--- src/rtl/microwave_pkg.sv ---
// Shared digit type and constants for the microwave M:SS countdown timer.
package microwave_pkg;

    localparam int DIGIT_W = 4;

    typedef logic [DIGIT_W-1:0] bcd_t;

    localparam bcd_t SECS_WRAP = 4'd9;
    localparam bcd_t TENS_WRAP = 4'd5;
    localparam bcd_t MINS_WRAP = 4'd9;
    localparam bcd_t DIGIT_MAX = 4'd9;

    function automatic bcd_t clamp_digit(input bcd_t d);
        return (d > DIGIT_MAX) ? DIGIT_MAX : d;
    endfunction

endpackage

--- src/rtl/bcd_down_digit.sv ---
// One BCD down-counting digit with clear, parallel load, borrow chain
// and a programmable wrap value loaded when it borrows from zero.
module bcd_down_digit
    import microwave_pkg::*;
#(
    parameter bcd_t WRAP = 4'd9
) (
    input  logic clk,
    input  logic clear,
    input  logic load,
    input  bcd_t load_val,
    input  logic borrow_in,
    output bcd_t value,
    output logic borrow_out,
    output logic zero
);

    assign zero       = (value == '0);
    assign borrow_out = borrow_in & zero;

    always_ff @(posedge clk) begin
        if (clear) begin
            value <= '0;
        end else if (load) begin
            value <= load_val;
        end else if (borrow_in) begin
            value <= zero ? WRAP : value - 4'd1;
        end
    end

endmodule

--- src/rtl/microwave_timer.sv ---
// Three-digit M:SS countdown: keypad shift-load, 1 Hz BCD countdown,
// and a done flag while the display reads 0:00.
module microwave_timer
    import microwave_pkg::*;
(
    input  logic       CLK,
    input  logic       clear,
    input  logic [3:0] digit,
    input  logic       enable,
    input  logic       loadn,
    output logic [3:0] minutes,
    output logic [3:0] tens_secs,
    output logic [3:0] secs,
    output logic       timer_done
);

    logic load;
    logic all_zero;
    logic count;
    logic secs_zero;
    logic tens_zero;
    logic mins_zero;
    logic secs_borrow;
    logic tens_borrow;
    logic underflow;
    bcd_t digit_in;

    assign load     = ~loadn;
    assign digit_in = clamp_digit(digit);
    assign all_zero = secs_zero & tens_zero & mins_zero;

    // Gating on all_zero keeps 0:00 sticky instead of wrapping to 9:59.
    assign count = loadn & enable & ~all_zero;

    bcd_down_digit #(.WRAP(SECS_WRAP)) u_secs (
        .clk       (CLK),
        .clear     (clear),
        .load      (load),
        .load_val  (digit_in),
        .borrow_in (count),
        .value     (secs),
        .borrow_out(secs_borrow),
        .zero      (secs_zero)
    );

    bcd_down_digit #(.WRAP(TENS_WRAP)) u_tens (
        .clk       (CLK),
        .clear     (clear),
        .load      (load),
        .load_val  (secs),
        .borrow_in (secs_borrow),
        .value     (tens_secs),
        .borrow_out(tens_borrow),
        .zero      (tens_zero)
    );

    bcd_down_digit #(.WRAP(MINS_WRAP)) u_mins (
        .clk       (CLK),
        .clear     (clear),
        .load      (load),
        .load_val  (tens_secs),
        .borrow_in (tens_borrow),
        .value     (minutes),
        .borrow_out(underflow),
        .zero      (mins_zero)
    );

    assign timer_done = all_zero;

    // A borrow out of the minutes digit would mean counting below 0:00.
    always_comb begin
        assert (!underflow);
    end

endmodule

--- config.mk ---
export PLATFORM = sky130hd
export DESIGN_NAME = microwave_timer
export DESIGN_NICKNAME = d
export VERILOG_FILES = /design/src/rtl/microwave_pkg.sv /design/src/rtl/bcd_down_digit.sv /design/src/rtl/microwave_timer.sv
export SDC_FILE = /design/constraint.sdc
export NUM_CORES = 1
export LEC_CHECK = 0
export ABC_CLOCK_PERIOD_IN_PS = 2000
export CORE_MARGIN = 8
export CORE_UTILIZATION = 45
export DETAILED_ROUTE_END_ITERATION = 6
export PLACE_DENSITY = 0.76
export RECOVER_POWER = 100
export SLEW_MARGIN = 20
export SYNTH_ARGS = -nofsm -noshare
export SYNTH_HDL_FRONTEND = slang
export SYNTH_SLANG_ARGS = --single-unit
--- constraint.sdc ---
create_clock -name CLK -period 2 [get_ports CLK]
set_clock_uncertainty 0.15 [all_clocks]
set_input_delay 0.3 -clock CLK [delete_from_list [all_inputs] [get_ports CLK]]
set_output_delay 0.3 -clock CLK [all_outputs]
set_load 0.01 [all_outputs]
---- Yosys cells after proc, flatten, opt, wreduce, memory -nomap -nowiden ----
Cells that the tools add are included.
word-level totals
  output and inout port bits .............. 13
  word-level logic and storage cells ...... 30
  register bits after elaboration ......... 12
  bits of input ports ..................... 8
cells by class
  add/subtract/negate cells ............... 3
  bitwise gates (word level) .............. 7
  multiplexer cells ....................... 10
  reduce and logical (&&, ||, !) cells .... 3
  magnitude comparators ................... 1
  eq/ne operators ......................... 3
operators with widths
  kind                                              count
  two-way mux 4 bit                                 10
  logical NOT 4 bit                                 3
  subtractor 4 x 1 -> 4 bit, second input constant  3
  bitwise AND 1 bit                                 6
  != test 2 x 1 -> 1 bit, second input constant     3
  > comparator 4 bit, second input constant         1
  inverter 1 bit                                    1

---- Logic depth before layout (Yosys ltp) ----
Gate-level depths: netlist of run 1.
  depth in word-level cells ............... 9
  gate-level depth with buffers ........... 6
  gate-level depth less buffers ........... 5

---- Modules after synthesis ----
Synthesis of run 1 repeated with hierarchy kept, for this count alone.
second synthesis, totals
  cell total of the unflattened synthesis .. 87
  area, all modules ....................... 749.5 µm²
by module, submodules not included
  module                       cells each  instances  seq. area each (µm²)  area each (µm²)
  bcd_down_digit (u_mins ...)  26          2          80.1                  234.0
  bcd_down_digit (u_tens)      26          1          80.1                  229.0
  microwave_timer              9           1          0.0                   52.6

---- Worst setup path before layout of run 1 ----
No wires, ideal clock.
  kind .................................... flip-flop to flip-flop
  from .................................... reg u_secs.value[2]
  to ...................................... reg u_tens.value[2]
  period minus slack after synthesis ...... 1837 ps
  data arrival time ....................... 1601 ps
  path buffers ............................ 1
  stages on the path, launching flop included .. 6
  data required time ...................... 1764 ps
  library setup time ...................... 86 ps
  slack ................................... 163 ps
  cells stage by stage .................... dfxtp_1 > buf_6 > or4_4 > a2111oi_1 > a21oi_1 > a211oi_1
between the ends
  cells in the longest elaborated chain, start to end .. 7
  elaborated cells on any way between the ends .. 8
  those cells by class .................... 1 x eq/ne; 1 x mux; 5 x bitwise; 1 x reduce/logical
RTL lines
  what                                     RTL line               text
  start, declared                          bcd_down_digit.sv:13   output bcd_t value,
  start signal, assigned                   bcd_down_digit.sv:25   value <= load_val;
  start signal, assigned                   bcd_down_digit.sv:27   value <= zero ? WRAP : value - 4'd1;
  logical NOT 4 bit                        bcd_down_digit.sv:18   assign zero = (value == '0);
  bitwise AND 1 bit (2 in a row)           microwave_timer.sv:30  assign all_zero = secs_zero & tens_zero & mins_zero;
  inverter 1 bit                           microwave_timer.sv:33  assign count = loadn & enable & ~all_zero;
  bitwise AND 1 bit                        microwave_timer.sv:33
  bitwise AND 1 bit                        bcd_down_digit.sv:19   assign borrow_out = borrow_in & zero;
  != test 2 x 1 -> 1 bit (no source line)  n/a
  end signal, assigned                     bcd_down_digit.sv:25
  end signal, assigned                     bcd_down_digit.sv:27
  end, declared                            bcd_down_digit.sv:13
Several ways; a longest one is shown, not always the timed one.
A chain may end at the register's enable or synchronous reset.

---- Worst setup path in the final report of run 1 ----
  from .................................... reg u_secs.value[3]
  to ...................................... reg u_mins.value[0]
between the ends
  cells in the longest elaborated chain, start to end .. 8
RTL lines
  what                                         RTL line
  logical NOT 4 bit (*)                        bcd_down_digit.sv:18
  bitwise AND 1 bit (2 in a row)               microwave_timer.sv:30
  inverter 1 bit                               microwave_timer.sv:33
  bitwise AND 1 bit                            microwave_timer.sv:33
  bitwise AND 1 bit (*) (2 in a row)           bcd_down_digit.sv:19
  != test 2 x 1 -> 1 bit (no source line) (*)  n/a
  end signal, assigned                         bcd_down_digit.sv:25
  end signal, assigned                         bcd_down_digit.sv:27
  end, declared                                bcd_down_digit.sv:13
Mark *: on every way between the ends. The rest lies on a longest branch, timed or not.

==> flow_summary.ini, run 1 <==
[run_status]
run_status = completed

[power]
report.power.total_uw = 663
leakage_uw = 0.000403
relative_contribution_of_the_clock_network_to_total_power_pct = 21.7
p_comb_share_pct = 36.5
share_of_power_burned_in_registers_pct = 41.9
power.density_cell_area_nw_per_um2 = 603
p_sw_uw = 210
peakVddDrop_uv = 367
cellInternalPower_uw = 454
netSwitchingFraction_pct = 31.6

[route]
drc = 0
dr_total_vias = 803
detailedRoute.firstPassIterationCount = 4
detail_route.vias_per_cell = 5.86
routedWlPerCell_microns = 15.4
wl_mm = 2.12
drtAntennaViolNets = 0
violation_count_after_the_first_detailed_routing_iteration = 15

[cells_and_area]
number_of_fill_cells_in_the_layout = 110
nNetsFinal = 131
post_route_cells_drive_above_1_share_pct = 23.1
sequential_cell_area_sq_um = 245
multi_input_area_sq_um = 492
layout-area-overhead-vs-synth_pct = 51.6
antenna_cells_inserted = 0
stdcell_count = 137
final_core_utilization_pct = 73.0

[yosys]
synthTopCellsByArea = sky130_fd_sc_hd__dfxtp_1, sky130_fd_sc_hd__nor2_1, sky130_fd_sc_hd__a21oi_1, sky130_fd_sc_hd__nand2_1, sky130_fd_sc_hd__a311oi_1
yosysWarnings = 0
post_synthesis_xor_xnor_area_fraction_pct = 1.21
synth_top_cells_by_count = sky130_fd_sc_hd__dfxtp_1, sky130_fd_sc_hd__nor2_1, sky130_fd_sc_hd__nand2_1
synth-seq-area-share_pct = 33.1
synth_async_sr_flop_share_pct = 0
syn-mean-instance-area_sq_um = 8.15
synthAdderAreaFrac_pct = 0
synth_simple_gate_area_share_pct = 35.0
synth-seq-cells = 12
syn_nets = 97
synth_compound_area_share_pct = 24.8
synth_edf_count = 0
post_synth_instance_area_sq_um = 726
synthMuxAreaShare_pct = 0
synth_top_area_share_pct = 33.1
syn_inst = 89
synth_top_flop_cell = sky130_fd_sc_hd__dfxtp_1
unique_cell_type_count_in_the_yosys_netlist = 37
post-synth-top-area-cell = sky130_fd_sc_hd__dfxtp_1
synth_top_family_by_area = simple AND/OR/NAND/NOR gates

[clock_network]
cts.reportedPaths.clkPinSlew_ns = 0.07
root_buffer = sky130_fd_sc_hd__clkbuf_4
tritoncts = built
clock_tree.buffer_depth = 2
cts_buffers = 3
cts.sink_count = 12
worst_skew_pair.late_latency_ns = 0.26
post_cts_hold_buffer_count = 0
htree_num_levels = 1

[floorplan]
rows = 14
top_level_pins = 21
placeableCoreArea_sq_um = 1510
initial_core_util_pct = 48.2
dieArea_sq_um = 3150
die_height_microns = 56.2
die-width_microns = 56.2

[placed_design]
final_weighted_congestion_in_routability_driven_placement = 0.819
io_buffer_count = 20
dp.cells = 132
detailed_place_hpwl_mm = 1.55

[min_path]
min_path_type = reg -> reg

[worst_setup_path]
worstPathRequired_ns = 2.03
crit_path_top_delay_cell = sky130_fd_sc_hd__or4_4
worstSetupEndpointType = register
cp_cell_sequence = buf_4, or4_4, nor4b_4, xnor2_1, a211oi_2
critical_path_class = reg -> reg
crit_path_max_incr_delay_ns = 0.56
critical_path_peak_fanout = 7
reg2reg_setup_slack_ns = 0.03
worst-endpoint-arrival_ns = 2.00
critical_path_launch_point_type = register

[timing]
max_clock_freq_mhz = 508
final_min_period_over_clock_period_pct = 98.5
slew_headroom_pct = 67.5
tightestPinTransition_ns = 0.487
count_of_pins_over_their_slew_limit = 0
setup-violations-final = 0
final_period_minus_worst_setup_slack_ns = 1.97
timing_hold_violations_final = 0
unrepaired_setup_endpoints_after_global_routing = true

[grt]
grt_antenna_before_repair = 0
grt_util_all_layers_pct = 13.1
overflow = 0
grt_pass1_wl_mm = 3.53
via_count_of_the_first_global_routing_pass = 810
grt_start_max_net_pins = 28

[flow_run]
max_cap_violations = 0
## critical path, delay by kind of cell, from the launching register on
| kind | cells | cell delay (ns) |
|---|---|---|
| XOR/XNOR | 1 | 0.12 |
| flip-flops | 1 | 0.38 |
| buffers and inverters | 1 | 0.14 |
| AO/OA/AOI/OAI | 1 | 0.24 |
| AND/OR/NAND/NOR | 2 | 0.85 |
## worst paths after layout
check                                     start              end  depth (start not counted)
worst max-delay path            u_secs.value[3]  u_mins.value[0]                          5
worst min-delay path            u_tens.value[3]  u_mins.value[3]                          2
worst max register to register  u_secs.value[3]  u_mins.value[0]                          5
worst min register to register  u_tens.value[3]  u_mins.value[3]                          2
## what timing repair did
item	CTS	global route
hold endpoints to repair	0	0
pin swaps	2	2
buffers inserted	1	1
gates resized for setup	5	6
endpoints found under the setup margin	2	4
## per-stage QoR
stage	hold slack [ns]	setup WS, ns	area [sq um]	TNS [ns]
floorplan	0.229	0.163	726	0
global placement	0.361	-0.156	1010	-0.781
detailed placement	0.373	-0.234	1010	-1.14
CTS	0.386	0.00364	1050	0
global route	0.436	-0.00722	1100	-0.0136
finish	0.387	0.0306	1100	0
## layer usage
| layer | up-vias | GRT usage (%) | part of all wire [%] |
|---|---|---|---|
| li1 | 400 | - | - |
| met1 | 367 | 14.2 | 43 |
| met2 | 32 | 23.3 | 50 |
| met3 | 4 | 3.42 | 6.6 |
| met4 | 0 | 4.81 | 1.0 |
| met5 | - | 0 | 0 |
## flip-flops by register name, indices dropped and copies added (netlist names)
register	cells
u_tens.value	4
u_secs.value	4
u_mins.value	4
## power groups by stage
stage | combinational, uW | clock [uW] | sequential [uW]
6_report | 242 | 144 | 278
5_1_grt | 261 | 154 | 281
4_1_cts | 218 | 146 | 276
3_5_place_dp | 212 | 0 | 280
3_3_place_gp | 208 | 0 | 278
2_1_floorplan | 102 | 0 | 288
## cell type report
cell class | count | area share (%)
inverters | 3 | 1.02
flip-flops and latches | 12 | 22.3
well taps | 16 | 1.82
multi-input cells | 68 | 44.7
repair buffers | 35 | 28.1
clock buffers | 3 | 2.05
## cell usage in the layout (no fill, tap or decap), types with 3 or more instances in the layout
| master | Yosys | routed |
|---|---|---|
| sky130_fd_sc_hd__a21oi_1 | 6 | 6 |
| sky130_fd_sc_hd__a311oi_1 | 3 | 3 |
| sky130_fd_sc_hd__buf_4 | 0 | 14 |
| sky130_fd_sc_hd__clkbuf_4 | 0 | 3 |
| sky130_fd_sc_hd__clkdlybuf4s50_1 | 0 | 18 |
| sky130_fd_sc_hd__dfxtp_1 | 12 | 10 |
| sky130_fd_sc_hd__inv_1 | 3 | 3 |
| sky130_fd_sc_hd__nand2_1 | 7 | 7 |
| sky130_fd_sc_hd__nor2_1 | 12 | 12 |
| sky130_fd_sc_hd__nor2b_1 | 4 | 4 |
| sky130_fd_sc_hd__o21ai_0 | 3 | 3 |
## cell families after synthesis
| logic type | after synthesis |
|---|---|
| XOR/XNOR | 1 |
| flip-flops | 12 |
| buffers and inverters | 9 |
| AO/OA/AOI/OAI | 25 |
| AND/OR/NAND/NOR | 42 |
Power figures use the tool's default switching activity.
==> run 2: changes to the inputs <==
--- a/config.mk
+++ b/config.mk
@@ -5,12 +5,12 @@
 export SDC_FILE = /design/constraint.sdc
 export NUM_CORES = 1
 export LEC_CHECK = 0
-export ABC_CLOCK_PERIOD_IN_PS = 2000
-export CORE_MARGIN = 8
+export ABC_CLOCK_PERIOD_IN_PS = 2250
 export CORE_UTILIZATION = 45
 export DETAILED_ROUTE_END_ITERATION = 6
 export PLACE_DENSITY = 0.76
 export RECOVER_POWER = 100
+export SKIP_CTS_REPAIR_TIMING = 1
 export SLEW_MARGIN = 20
 export SYNTH_ARGS = -nofsm -noshare
 export SYNTH_HDL_FRONTEND = slang
==> constraint.sdc (replaced) <==
create_clock -name CLK -period 2.25 [get_ports CLK]
set_clock_uncertainty 0.15 [all_clocks]
set_input_delay 0.3375 -clock CLK [delete_from_list [all_inputs] [get_ports CLK]]
set_output_delay 0.3375 -clock CLK [all_outputs]
set_load 0.01 [all_outputs]
==> run 2 against run 1 <==
Cell area shrank 9.6%. Non-clock buffer count shrank 7. Core utilization shrank 7.0 points. Largest power group unchanged.
==> flow_summary.ini, run 2 (synthesis gave the netlist of run 1 again) <==
[grt]
grt_start_max_net_pins = 28
via_count_of_the_first_global_routing_pass = 702
grt_pass1_wl_mm = 3.08
overflow = 0
grt_util_all_layers_pct = 23.1
grt_antenna_before_repair = 0

[route]
routedWlPerCell_microns = 14.4
detail_route.vias_per_cell = 6.17
drc = 0
wl_mm = 1.87
drtAntennaViolNets = 0
dr_total_vias = 802
detailedRoute.firstPassIterationCount = 4
violation_count_after_the_first_detailed_routing_iteration = 35

[clock_network]
cts.sink_count = 12
cts_buffers = 3
htree_num_levels = 1
tritoncts = built
clock_tree.buffer_depth = 2
root_buffer = sky130_fd_sc_hd__clkbuf_4
cts.reportedPaths.clkPinSlew_ns = 0.08
worst_skew_pair.late_latency_ns = 0.27

[floorplan]
dieArea_sq_um = 1780
initial_core_util_pct = 48.2
die-width_microns = 42.2
die_height_microns = 42.2
placeableCoreArea_sq_um = 1510
rows = 14
top_level_pins = 21

[timing]
max_clock_freq_mhz = 475
timing_hold_violations_final = 0
count_of_pins_over_their_slew_limit = 0
setup-violations-final = 0
postLayoutSetupSlackWorst_ns = 0.146
final_min_period_over_clock_period_pct = 93.5
final_period_minus_worst_setup_slack_ns = 2.10
unrepaired_setup_endpoints_after_global_routing = false
setup_tns_ns = 0
slew_headroom_pct = 73.1
tightestPinTransition_ns = 0.400

[worst_setup_path]
critical_path_class = in -> reg
crit_path_max_incr_delay_ns = 0.58
critical_path_launch_point_type = input pin
worstSetupEndpointType = register
worstPathRequired_ns = 2.27
worst-endpoint-arrival_ns = 2.12
critical_path_peak_fanout = 4
cp_cell_sequence = dlygate4sd3_1, nor3b_1, nand2_1, or4_1, a311oi_1
crit_path_top_delay_cell = sky130_fd_sc_hd__dlygate4sd3_1

[power]
report.power.total_uw = 548
cellInternalPower_uw = 375
share_of_power_burned_in_registers_pct = 44.8
leakage_uw = 0.000390
netSwitchingFraction_pct = 31.6
peakVddDrop_uv = 354
p_sw_uw = 173
power.density_cell_area_nw_per_um2 = 550
relative_contribution_of_the_clock_network_to_total_power_pct = 23.9
p_comb_share_pct = 31.3

[cells_and_area]
antenna_cells_inserted = 0
layout-area-overhead-vs-synth_pct = 37.1
layout.cells.most_common_list = sky130_fd_sc_hd__nor2_1, sky130_fd_sc_hd__dlygate4sd3_1, sky130_fd_sc_hd__dfxtp_1
post_route_cells_drive_above_1_share_pct = 12.3
number_of_fill_cells_in_the_layout = 137
layout_top_registers = u_mins.value x4, u_secs.value x4, u_tens.value x4
nNetsFinal = 124

[placed_design]
final_weighted_congestion_in_routability_driven_placement = 0.792
io_buffer_count = 20
detailed_place_hpwl_mm = 1.37
pre_cts_ws_ns = -0.00636

[min_path]
min_path_type = reg -> reg

[flow_run]
max_cap_violations = 0

[run_status]
run_status = completed
==> run 2: final timing paths <==
path	start	end	slack, ns	cells past startpoint
setup / recovery	enable	u_mins.value[2]	0.15	5
hold / removal	u_tens.value[3]	u_mins.value[3]	0.38	2
hold reg to reg	u_tens.value[3]	u_mins.value[3]	0.38	2
setup reg to reg	u_secs.value[3]	u_tens.value[2]	0.29	5
==> run 2: layer usage <==
metal	wire length (microns)	GRT usage, %	vias to the layer above
met5	0	0	-
met4	42	11.9	0
met3	110	3.88	6
met2	953	40.6	36
met1	763	26.7	371
li1	-	-	389
==> run 2: layout make-up <==
| cell class | count | area (sq um) | share of cell area (%) |
|---|---|---|---|
| clock buffers | 3 | 22.5 | 2.26 |
| flip-flops and latches | 12 | 240 | 24.2 |
| inverters | 3 | 11.3 | 1.13 |
| multi-input cells | 68 | 442 | 44.4 |
| well taps | 16 | 20.0 | 2.01 |
| repair buffers | 28 | 259 | 26.0 |
==> run 2: per-stage QoR <==
stage / instance area [sq um] / hold WS (ns) / util [%] / cells
detailed placement: 975 / 0.376 / 64.7 / 127
finish: 995 / 0.380 / 66.0 / 130
floorplan: 726 / 0.266 / - / 89
CTS: 997 / 0.386 / 66.2 / 130
global placement: 975 / 0.365 / 64.7 / 127
global route: 995 / 0.414 / 66.0 / 130
==> run 2: worst max-delay path, delay by kind of cell <==
| family | cells | cell delay, ns |
|---|---|---|
| and+or+nand+nor | 3 | 0.93 |
| buffers and inverters | 1 | 0.58 |
| AOI/OAI and AO/OA | 1 | 0.29 |
==> run 2: power by group through the flow <==
stage | combinational (uW) | sequential (uW) | clock, uW
3_3_place_gp | 172 | 250 | 0
3_5_place_dp | 176 | 250 | 0
5_1_grt | 187 | 248 | 146
4_1_cts | 177 | 245 | 132
6_report | 171 | 245 | 131
2_1_floorplan | 90.6 | 256 | 0
